<file path="src/rtl/pong_pkg.sv">
// pong_pkg
//   Shared Pong definitions: screen and geometry defaults, the game-state
//   encoding seen on o_state, direction encodings, and a vertical-overlap
//   helper used for paddle hit detection.
//   No ports (package).
package pong_pkg;

  localparam int PONG_SCREEN_W       = 640;
  localparam int PONG_SCREEN_H       = 480;
  localparam int PONG_BALL_SIZE      = 15;
  localparam int PONG_PADDLE_W       = 15;
  localparam int PONG_PADDLE_H       = 100;
  localparam int PONG_LEFT_PADDLE_X  = 20;
  localparam int PONG_RIGHT_PADDLE_X = 605;

  // Game-state encoding (visible on o_state)
  typedef enum logic [1:0] {
    ST_IDLE       = 2'd0,
    ST_SERVE_WAIT = 2'd1,
    ST_PLAY       = 2'd2
  } game_state_e;

  typedef enum logic {
    DIR_LEFT  = 1'b0,
    DIR_RIGHT = 1'b1
  } dir_x_e;

  typedef enum logic {
    DIR_UP   = 1'b0,
    DIR_DOWN = 1'b1
  } dir_y_e;

  // True when the ball's rows [ball_top, ball_top+ball_size) intersect the
  // paddle's rows [paddle_top, paddle_top+paddle_h). 11-bit math cannot wrap
  // for 10-bit inputs and in-range geometry.
  function automatic logic rows_overlap(input logic [10:0] ball_top,
                                        input logic [10:0] paddle_top,
                                        input logic [10:0] ball_size,
                                        input logic [10:0] paddle_h);
    return ((ball_top + ball_size) > paddle_top) &&
           (ball_top < (paddle_top + paddle_h));
  endfunction

endpackage

</file>
<file path="src/rtl/ball_controller_if.sv">
// ball_controller_if
//   Bundles the frame-timing, serve, paddle and ball/score signals between
//   the game logic (master) and the ball controller (slave).
//   i_vSync           : vertical sync, active-low
//   i_serve           : serve request level
//   i_left/right_paddle_y : paddle top edges
//   o_ball_x/o_ball_y : ball top-left corner
//   o_left/right_score: one-cycle point pulses
//   o_state           : controller FSM state
interface ball_controller_if;
  import pong_pkg::*;

  logic       i_vSync;
  logic       i_serve;
  logic [9:0] i_left_paddle_y;
  logic [9:0] i_right_paddle_y;
  logic [9:0] o_ball_x;
  logic [9:0] o_ball_y;
  logic       o_left_score;
  logic       o_right_score;
  logic [1:0] o_state;

  modport master (
    output i_vSync, i_serve, i_left_paddle_y, i_right_paddle_y,
    input  o_ball_x, o_ball_y, o_left_score, o_right_score, o_state
  );

  modport slave (
    input  i_vSync, i_serve, i_left_paddle_y, i_right_paddle_y,
    output o_ball_x, o_ball_y, o_left_score, o_right_score, o_state
  );

endinterface

</file>
<file path="src/rtl/frame_tick_gen.sv">
// frame_tick_gen
//   Produces a one-cycle frame tick on the falling edge of the active-low
//   vertical sync. The history flop resets to 1 so that a vSync already low
//   when reset is released is seen as a fresh frame start.
//   i_CLK   : pixel clock
//   i_RST   : asynchronous active-high reset
//   i_vSync : vertical sync, active-low
//   o_tick  : high for the single cycle where history=1 and current=0
module frame_tick_gen (
  input  logic i_CLK,
  input  logic i_RST,
  input  logic i_vSync,
  output logic o_tick
);

  logic vsync_q;

  // vSync history flop
  always_ff @(posedge i_CLK or posedge i_RST) begin
    if (i_RST) begin
      vsync_q <= 1'b1;
    end else begin
      vsync_q <= i_vSync;
    end
  end

  assign o_tick = vsync_q & ~i_vSync;

endmodule

</file>
<file path="src/rtl/ball_controller.sv">
// ball_controller
//   Pong ball motion engine. Holds ball position and direction, advances
//   them once per frame tick while in PLAY, bounces off the top/bottom walls
//   and the paddle faces, and pulses a score output when a ball is missed.
//   i_CLK : pixel clock
//   i_RST : asynchronous active-high reset
//   bus   : slave side of ball_controller_if (vSync, serve, paddles in;
//           ball position, score pulses, state out). All outputs registered.
module ball_controller
  import pong_pkg::*;
#(
  parameter int SCREEN_W       = PONG_SCREEN_W,
  parameter int SCREEN_H       = PONG_SCREEN_H,
  parameter int BALL_SIZE      = PONG_BALL_SIZE,
  parameter int PADDLE_W       = PONG_PADDLE_W,
  parameter int PADDLE_H       = PONG_PADDLE_H,
  parameter int LEFT_PADDLE_X  = PONG_LEFT_PADDLE_X,
  parameter int RIGHT_PADDLE_X = PONG_RIGHT_PADDLE_X,
  parameter int SPEED          = 2,
  parameter int SERVE_DELAY    = 60
) (
  input  logic             i_CLK,
  input  logic             i_RST,
  ball_controller_if.slave bus
);

  localparam int CNT_W = (SERVE_DELAY < 2) ? 1 : $clog2(SERVE_DELAY + 1);

  // All motion arithmetic is 11-bit so sums of 10-bit values never wrap.
  localparam logic [10:0] W_C      = 11'(SCREEN_W);
  localparam logic [10:0] H_C      = 11'(SCREEN_H);
  localparam logic [10:0] B_C      = 11'(BALL_SIZE);
  localparam logic [10:0] S_C      = 11'(SPEED);
  localparam logic [10:0] PH_C     = 11'(PADDLE_H);
  localparam logic [10:0] LFACE_C  = 11'(LEFT_PADDLE_X + PADDLE_W);
  localparam logic [10:0] RFACE_C  = 11'(RIGHT_PADDLE_X);
  localparam logic [9:0]  RSTOP_C  = 10'(RIGHT_PADDLE_X - BALL_SIZE);
  localparam logic [9:0]  X_CTR_C  = 10'((SCREEN_W - BALL_SIZE) / 2);
  localparam logic [9:0]  Y_CTR_C  = 10'((SCREEN_H - BALL_SIZE) / 2);
  localparam logic [CNT_W-1:0] DELAY_C = CNT_W'(SERVE_DELAY);

  game_state_e      state_q, state_d;
  logic [9:0]       x_q, x_d, y_q, y_d;
  dir_x_e           dir_x_q, dir_x_d;
  dir_y_e           dir_y_q, dir_y_d;
  logic [CNT_W-1:0] cnt_q, cnt_d;
  logic             lscore_q, lscore_d, rscore_q, rscore_d;

  logic             tick;
  logic [10:0]      x_w, y_w, lpy_w, rpy_w;
  logic [9:0]       y_step;
  dir_y_e           dir_y_step;
  logic             l_hit, r_hit, l_miss, r_miss;

  frame_tick_gen u_frame_tick_gen (
    .i_CLK   (i_CLK),
    .i_RST   (i_RST),
    .i_vSync (bus.i_vSync),
    .o_tick  (tick)
  );

  assign x_w   = {1'b0, x_q};
  assign y_w   = {1'b0, y_q};
  assign lpy_w = {1'b0, bus.i_left_paddle_y};
  assign rpy_w = {1'b0, bus.i_right_paddle_y};

  // Left face is crossed when x lands in [face, face+SPEED); written without
  // subtraction so small x cannot underflow.
  assign l_hit  = (x_w >= LFACE_C) && (x_w < (LFACE_C + S_C)) &&
                  rows_overlap(y_w, lpy_w, B_C, PH_C);
  assign r_hit  = ((x_w + B_C) <= RFACE_C) && (RFACE_C < (x_w + B_C + S_C)) &&
                  rows_overlap(y_w, rpy_w, B_C, PH_C);
  assign l_miss = (x_w < S_C);
  assign r_miss = ((x_w + B_C + S_C) > W_C);

  // Candidate vertical move with wall clamping for this tick
  always_comb begin
    y_step     = y_q;
    dir_y_step = dir_y_q;
    if (dir_y_q == DIR_DOWN) begin
      if ((y_w + S_C + B_C) >= H_C) begin
        y_step     = 10'(H_C - B_C);
        dir_y_step = DIR_UP;
      end else begin
        y_step     = 10'(y_w + S_C);
        dir_y_step = DIR_DOWN;
      end
    end else begin
      if (y_w < S_C) begin
        y_step     = 10'd0;
        dir_y_step = DIR_DOWN;
      end else begin
        y_step     = 10'(y_w - S_C);
        dir_y_step = DIR_UP;
      end
    end
  end

  // FSM next-state, motion and score-pulse logic
  always_comb begin
    state_d  = state_q;
    x_d      = x_q;
    y_d      = y_q;
    dir_x_d  = dir_x_q;
    dir_y_d  = dir_y_q;
    cnt_d    = cnt_q;
    lscore_d = 1'b0;
    rscore_d = 1'b0;

    case (state_q)
      ST_IDLE: begin
        if (bus.i_serve) begin
          state_d = ST_SERVE_WAIT;
          cnt_d   = '0;
        end else begin
          state_d = ST_IDLE;
        end
      end

      ST_SERVE_WAIT: begin
        if (cnt_q == DELAY_C) begin
          state_d = ST_PLAY;
        end else if (tick) begin
          cnt_d = cnt_q + CNT_W'(1);
        end else begin
          cnt_d = cnt_q;
        end
      end

      ST_PLAY: begin
        if (tick) begin
          // Horizontal: paddle hit outranks miss
          if (dir_x_q == DIR_LEFT) begin
            if (l_hit) begin
              x_d     = 10'(LFACE_C);
              dir_x_d = DIR_RIGHT;
            end else if (l_miss) begin
              rscore_d = 1'b1;
            end else begin
              x_d = 10'(x_w - S_C);
            end
          end else begin
            if (r_hit) begin
              x_d     = RSTOP_C;
              dir_x_d = DIR_LEFT;
            end else if (r_miss) begin
              lscore_d = 1'b1;
            end else begin
              x_d = 10'(x_w + S_C);
            end
          end

          // A miss recentres and serves toward the loser; the y move is dropped
          if (lscore_d || rscore_d) begin
            state_d = ST_IDLE;
            x_d     = X_CTR_C;
            y_d     = Y_CTR_C;
            dir_x_d = rscore_d ? DIR_LEFT : DIR_RIGHT;
            dir_y_d = (dir_y_q == DIR_UP) ? DIR_DOWN : DIR_UP;
          end else begin
            y_d     = y_step;
            dir_y_d = dir_y_step;
          end
        end else begin
          state_d = ST_PLAY;
        end
      end

      default: begin
        state_d = ST_IDLE;
      end
    endcase
  end

  // State, position, direction, counter and score registers
  always_ff @(posedge i_CLK or posedge i_RST) begin
    if (i_RST) begin
      state_q  <= ST_IDLE;
      x_q      <= X_CTR_C;
      y_q      <= Y_CTR_C;
      dir_x_q  <= DIR_RIGHT;
      dir_y_q  <= DIR_DOWN;
      cnt_q    <= '0;
      lscore_q <= 1'b0;
      rscore_q <= 1'b0;
    end else begin
      state_q  <= state_d;
      x_q      <= x_d;
      y_q      <= y_d;
      dir_x_q  <= dir_x_d;
      dir_y_q  <= dir_y_d;
      cnt_q    <= cnt_d;
      lscore_q <= lscore_d;
      rscore_q <= rscore_d;
    end
  end

  assign bus.o_ball_x      = x_q;
  assign bus.o_ball_y      = y_q;
  assign bus.o_left_score  = lscore_q;
  assign bus.o_right_score = rscore_q;
  assign bus.o_state       = state_q;

endmodule

</file>
<file path="src/flat_wrapper.sv">
// flat-port wrapper written by rule: the top's interface ports become plain ports
module ball_controller_flat import pong_pkg::*;
#(
  parameter int SCREEN_W       = PONG_SCREEN_W,
  parameter int SCREEN_H       = PONG_SCREEN_H,
  parameter int BALL_SIZE      = PONG_BALL_SIZE,
  parameter int PADDLE_W       = PONG_PADDLE_W,
  parameter int PADDLE_H       = PONG_PADDLE_H,
  parameter int LEFT_PADDLE_X  = PONG_LEFT_PADDLE_X,
  parameter int RIGHT_PADDLE_X = PONG_RIGHT_PADDLE_X,
  parameter int SPEED          = 2,
  parameter int SERVE_DELAY    = 60
)
  (i_CLK, i_RST, bus_i_vSync, bus_i_serve, bus_i_left_paddle_y, bus_i_right_paddle_y, bus_o_ball_x, bus_o_ball_y, bus_o_left_score, bus_o_right_score, bus_o_state);
  ball_controller_if bus_i ();
  input  logic i_CLK;
  input  logic i_RST;
  input wire logic [$bits(bus_i.i_vSync)-1:0] bus_i_vSync;
  input wire logic [$bits(bus_i.i_serve)-1:0] bus_i_serve;
  input wire logic [$bits(bus_i.i_left_paddle_y)-1:0] bus_i_left_paddle_y;
  input wire logic [$bits(bus_i.i_right_paddle_y)-1:0] bus_i_right_paddle_y;
  output wire logic [$bits(bus_i.o_ball_x)-1:0] bus_o_ball_x;
  output wire logic [$bits(bus_i.o_ball_y)-1:0] bus_o_ball_y;
  output wire logic [$bits(bus_i.o_left_score)-1:0] bus_o_left_score;
  output wire logic [$bits(bus_i.o_right_score)-1:0] bus_o_right_score;
  output wire logic [$bits(bus_i.o_state)-1:0] bus_o_state;
  assign bus_i.i_vSync = bus_i_vSync;
  assign bus_i.i_serve = bus_i_serve;
  assign bus_i.i_left_paddle_y = bus_i_left_paddle_y;
  assign bus_i.i_right_paddle_y = bus_i_right_paddle_y;
  assign bus_o_ball_x = bus_i.o_ball_x;
  assign bus_o_ball_y = bus_i.o_ball_y;
  assign bus_o_left_score = bus_i.o_left_score;
  assign bus_o_right_score = bus_i.o_right_score;
  assign bus_o_state = bus_i.o_state;
  ball_controller #(.SCREEN_W(SCREEN_W), .SCREEN_H(SCREEN_H), .BALL_SIZE(BALL_SIZE), .PADDLE_W(PADDLE_W), .PADDLE_H(PADDLE_H), .LEFT_PADDLE_X(LEFT_PADDLE_X), .RIGHT_PADDLE_X(RIGHT_PADDLE_X), .SPEED(SPEED), .SERVE_DELAY(SERVE_DELAY)) u_core (.i_CLK(i_CLK), .i_RST(i_RST), .bus(bus_i));
endmodule
</file>
<file path="config.mk">
export PLATFORM = sky130hd
export DESIGN_NAME = ball_controller_flat
export DESIGN_NICKNAME = d
export VERILOG_FILES = /design/src/rtl/pong_pkg.sv /design/src/rtl/ball_controller_if.sv /design/src/rtl/frame_tick_gen.sv /design/src/rtl/ball_controller.sv /design/src/flat_wrapper.sv
export SDC_FILE = /design/constraint.sdc
export NUM_CORES = 1
export LEC_CHECK = 0
export CAP_MARGIN = 5
export CORE_ASPECT_RATIO = 1.25
export CORE_MARGIN = 1.5
export CORE_UTILIZATION = 25
export CTS_CLUSTER_DIAMETER = 60
export CTS_CLUSTER_SIZE = 20
export DETAILED_ROUTE_END_ITERATION = 7
export DONT_BUFFER_PORTS = 1
export PLACE_DENSITY = 0.35
export SLEW_MARGIN = 20
export SYNTH_ARGS = -nofsm -noshare
export SYNTH_HDL_FRONTEND = slang
export SYNTH_HIERARCHICAL = 1
export SYNTH_SLANG_ARGS = --single-unit
export TNS_END_PERCENT = 5
</file>
<file path="constraint.sdc">
create_clock -name i_CLK -period 8 [get_ports i_CLK]
set_input_delay 0 -clock i_CLK [delete_from_list [all_inputs] [get_ports i_CLK]]
set_output_delay 0 -clock i_CLK [all_outputs]
set_load 0.03 [all_outputs]
</file>
==> summary.md <==
| Metric | Value |
|---|---|
| Antenna fix cells | 0 |
| Worst min-delay path class | in -> reg |
| Routability cong. | 0.802 |
| Die area | 17800 µm² |
| Startpoint kind of the worst setup timing path | flop |
| Dpl hpwl | 10800 µm |
| Vertical die dimension | 149 µm |
| Antenna violations before repair | 0 |
| Number of flops mapped to enable cells by yosys | 0 |
| Maximum number of pins on one net before global-route repair | 33 |
| Count of final max-slew check failures | 0 |
| Maximum clock frequency | 229 MHz |
| Setup TNS | 0 ns |
| Net Sw Frac | 37.7% |
| Maximum buffer depth of the clock tree | 2 |
| Number of nets produced by synthesis | 630 |
| Dominant register cell in the synthesized netlist | sky130_fd_sc_hd__dfrtp_1 |
| Setup-failing EPs final | 0 |
| Number of port buffers | 0 |
| Grt met2 use | 28.3% |
| Leakage power summed over all cells | 1.81 nW |
| Worst path arrival time | 4.58 ns |
| Post-Synthesis Cells | 551 |
| Proportion of power drawn by the clock network | 31.4% |
| RSZ-0062 raised after global routing | no |
| Global-route usage over all layers | 16.0% |
| Io pins | 48 |
| Proportion of power drawn by combinational gates | 31.7% |
| Detailed-route DRC error count | 0 |
| Clock buffers created by TritonCTS | 5 |
| Standard cell core area | 16700 µm² |
| Result of the run | finished clean |
| Clock-pin transition on the worst setup and hold timing paths | 0.06 ns |
| Post-DR vias/cell | 5.36 |
| Power density cells | 142 nW/µm² |
| Total count of hold-check failures in the final report | 0 |
| Post-Route Skew | 0.00892 ns |
| Share of power burned in registers | 36.9% |
| DRT Wirelength | 14300 µm |
| Netlist Area Pre-Place | 4240 µm² |
| Post-detailed-route wirelength per cell | 19.0 µm |
| Async set-or-reset flop fraction in the synthesized netlist | 100% |
| Critical Path Fanout Max | 12 |
| Global-route wire length before repair | 22200 µm |
| Number of placed instances, taps included | 745 |
| Number of rows created at floorplan | 53 |
| TritonCTS clock tree | done |
| Number of synthesis warnings | 6 |
| Shortest clock period the worst path allows after layout | 4.37 ns |
| Worst Setup Path Type | reg -> reg |
| # clock sinks | 33 |
| Slew at the pin closest to its max-slew limit | 0.984 ns |
| Post-route non-filler standard cell count | 755 |
| Final core utilization | 27.5% |
| Met1 usage in global routing | 20.2% |
| Starting utilization of the core area | 25.4% |
| Root Buffer Master | sky130_fd_sc_hd__clkbuf_16 |
| 1st-pass router iterations | 5 |
| Mapped Avg Cell Area | 7.70 µm² |
| Global routing met3 resource utilization | 2.61% |
| Number of unique standard cell types used by synthesis | 69 |
| Switching pwr | 245 µW |
| Area growth from synthesis to layout | 8.29% |
| Post-route clock period utilization | 54.6% |
| CTS H-Tree Depth | 2 |
| Number of global-route vias before repair | 3905 |
| Vias | 4048 |
| Worst slew margin relative to its limit | 34.4% |
| Design Power | 651 µW |
| Cell Int Power | 406 µW |
| Nets | 613 |
| Setup Buffers After CTS | 0 |
| Share of synthesized area occupied by flip-flops and latches | 19.8% |
| DRT iter0 DRCs | 228 |
| Die outline width | 119 µm |
| Grt peak-use layer | met2 |
| Number of max-capacitance violations reported | 0 |
| Required time of the critical path | 8.21 ns |
| Kind of capture point of the worst setup path | flop |
| GRT Residual Overflow | 0 |
| Ratio of cells with drive above 1 in the final layout | 6.73% |
| Post-synthesis sequential element count | 33 |
| Peak ir drop on the vdd network | 0.0842 mV |
| Number of nets with antenna violations after detailed routing | 0 |
| Worst-skew pair later-pin latency | 0.28 ns |
[synthesized netlist by cell type, drive strengths merged (6+ instances only)]
cell type	number	area (µm²)
inv	44	165
nand2	36	135
a211o	6	52.6
or4	7	52.6
a211oi	7	57.6
clkbuf	21	78.8
o21ai	20	100
dfrtp	22	551
xnor2	37	324
nand4	11	68.8
a21oi	44	220
nor2b	9	63.8
o211ai	7	52.6
nor2	39	146
buf	8	46.3
and3	8	50.1
o22ai	9	56.3
a31oi	7	43.8
nor3	20	105
nand3	29	145
or3	7	43.8
dfstp	11	289
ha	55	688
[critical path: stages, from the launching register on]
cell                      delay, ns
sky130_fd_sc_hd__dfrtp_1       0.78
sky130_fd_sc_hd__inv_1         0.25
sky130_fd_sc_hd__ha_1          0.26
sky130_fd_sc_hd__nand2_1       0.06
sky130_fd_sc_hd__nand2_1       0.09
sky130_fd_sc_hd__o21ai_0       0.34
sky130_fd_sc_hd__nor2_1        0.10
sky130_fd_sc_hd__xnor2_1       0.18
sky130_fd_sc_hd__ha_1          0.32
sky130_fd_sc_hd__nand4_1       0.11
sky130_fd_sc_hd__o21ai_0       0.21
sky130_fd_sc_hd__a221o_1       0.15
sky130_fd_sc_hd__a21oi_1       0.07
sky130_fd_sc_hd__nor3_2        0.53
sky130_fd_sc_hd__nor3_1        0.12
sky130_fd_sc_hd__or4_1         0.49
sky130_fd_sc_hd__a31o_2        0.24
[per-stage QoR]
step	worst slack, ns	hold WS, ns	cell area (µm²)
after global placement	3.77	-0.107	4410
final	3.63	0.0407	4590
after global routing	3.22	0.0586	4590
after CTS	3.64	0.0362	4590
after detailed placement	3.66	-0.104	4410
after floorplan	4.26	-0.110	4240
[repair_timing]
| item | 4_1_cts | 5_1_grt |
|---|---|---|
| gates resized for setup | 0 | 0 |
| hold buffers | 2 | 0 |
| setup endpoints to repair | 0 | 0 |
| hold endpoints to repair | 24 | 0 |
[cell families after synthesis]
kind of cell	share of synthesized area, %
xor gates and xnor gates	8.47
AOI/OAI and AO/OA	24.3
adders and majority gates	16.2
buffers and inverters	6.93
muxes	0.738
and+or+nand+nor	23.5
DFF	19.8
[layout make-up]
cell class	count	area [µm²]
Clock buffer	7	153
Clock inverter	1	5.00
Fill cell	1851	12100
Inverter	45	169
Multi-Input combinational cell	444	3110
Sequential cell	33	840
Tap cell	220	275
Timing Repair Buffer	5	42.5
[worst paths after layout]
kind / startpoint / endpoint / slack, ns / depth (start not counted)
worst min-delay path: bus_i_vSync / u_core/bus.o_state[1]$_DFFE_PP0P_ / 0.04 / 3
worst min register to register: u_core/cnt_q[1]$_DFFE_PP0P_ / u_core/cnt_q[1]$_DFFE_PP0P_ / 0.54 / 2
worst max-delay path: u_core/bus.o_ball_y[1]$_DFFE_PP0P_ / u_core/bus.o_ball_x[3]$_DFFE_PP1P_ / 3.63 / 16
max in group asynchronous: i_RST / u_core/dir_y_q$_DFFE_PP1P_ / 7.34 / 3
min in group asynchronous: i_RST / u_core/u_frame_tick_gen/vsync_q$_DFF_PP1_ / 0.19 / 2
worst max register to register: u_core/bus.o_ball_y[1]$_DFFE_PP0P_ / u_core/bus.o_ball_x[3]$_DFFE_PP1P_ / 3.63 / 16
[power by group through the flow]
stage	Clock, mW	Combinational, mW	Sequential, mW
after floorplan	0	0.165	0.223
after global placement	0	0.206	0.243
after detailed placement	0	0.203	0.244
after CTS	0.212	0.206	0.241
after global routing	0.219	0.237	0.246
final	0.204	0.206	0.240
[routing by layer]
metal	wire length (µm)	share of wire [%]
met1	6220	43
met2	7130	50
met3	731	5.1
met4	244	1.7
met5	0	0
[cell usage in the layout, fill, tap and decap left out, types with 6 or more instances in the layout]
| cell | count |
|---|---|
| sky130_fd_sc_hd__ha_1 | 55 |
| sky130_fd_sc_hd__inv_1 | 44 |
| sky130_fd_sc_hd__a21oi_1 | 44 |
| sky130_fd_sc_hd__nor2_1 | 39 |
| sky130_fd_sc_hd__xnor2_1 | 37 |
| sky130_fd_sc_hd__nand2_1 | 36 |
| sky130_fd_sc_hd__nand3_1 | 29 |
| sky130_fd_sc_hd__dfrtp_1 | 22 |
| sky130_fd_sc_hd__o21ai_0 | 20 |
| sky130_fd_sc_hd__nor3_1 | 19 |
| sky130_fd_sc_hd__nand4_1 | 11 |
| sky130_fd_sc_hd__dfstp_2 | 11 |
| sky130_fd_sc_hd__o22ai_1 | 9 |
| sky130_fd_sc_hd__nor2b_1 | 8 |
| sky130_fd_sc_hd__and3_1 | 8 |
| sky130_fd_sc_hd__o211ai_1 | 7 |
| sky130_fd_sc_hd__or4_1 | 7 |
| sky130_fd_sc_hd__a31oi_1 | 7 |
| sky130_fd_sc_hd__or3_1 | 7 |
| sky130_fd_sc_hd__a211o_1 | 6 |
| sky130_fd_sc_hd__a211oi_1 | 6 |
[sequential cells by signal, indices dropped and copies added, names as in the netlist]
register                         flops
u_core/dir_x_q                       1
u_core/bus.o_ball_y                 10
u_core/dir_y_q                       1
u_core/bus.o_left_score              1
u_core/u_frame_tick_gen/vsync_q      1
u_core/bus.o_right_score             1
u_core/bus.o_ball_x                 10
u_core/cnt_q                         6
u_core/bus.o_state                   2
No activity file was read; power rests on OpenSTA's default activity.
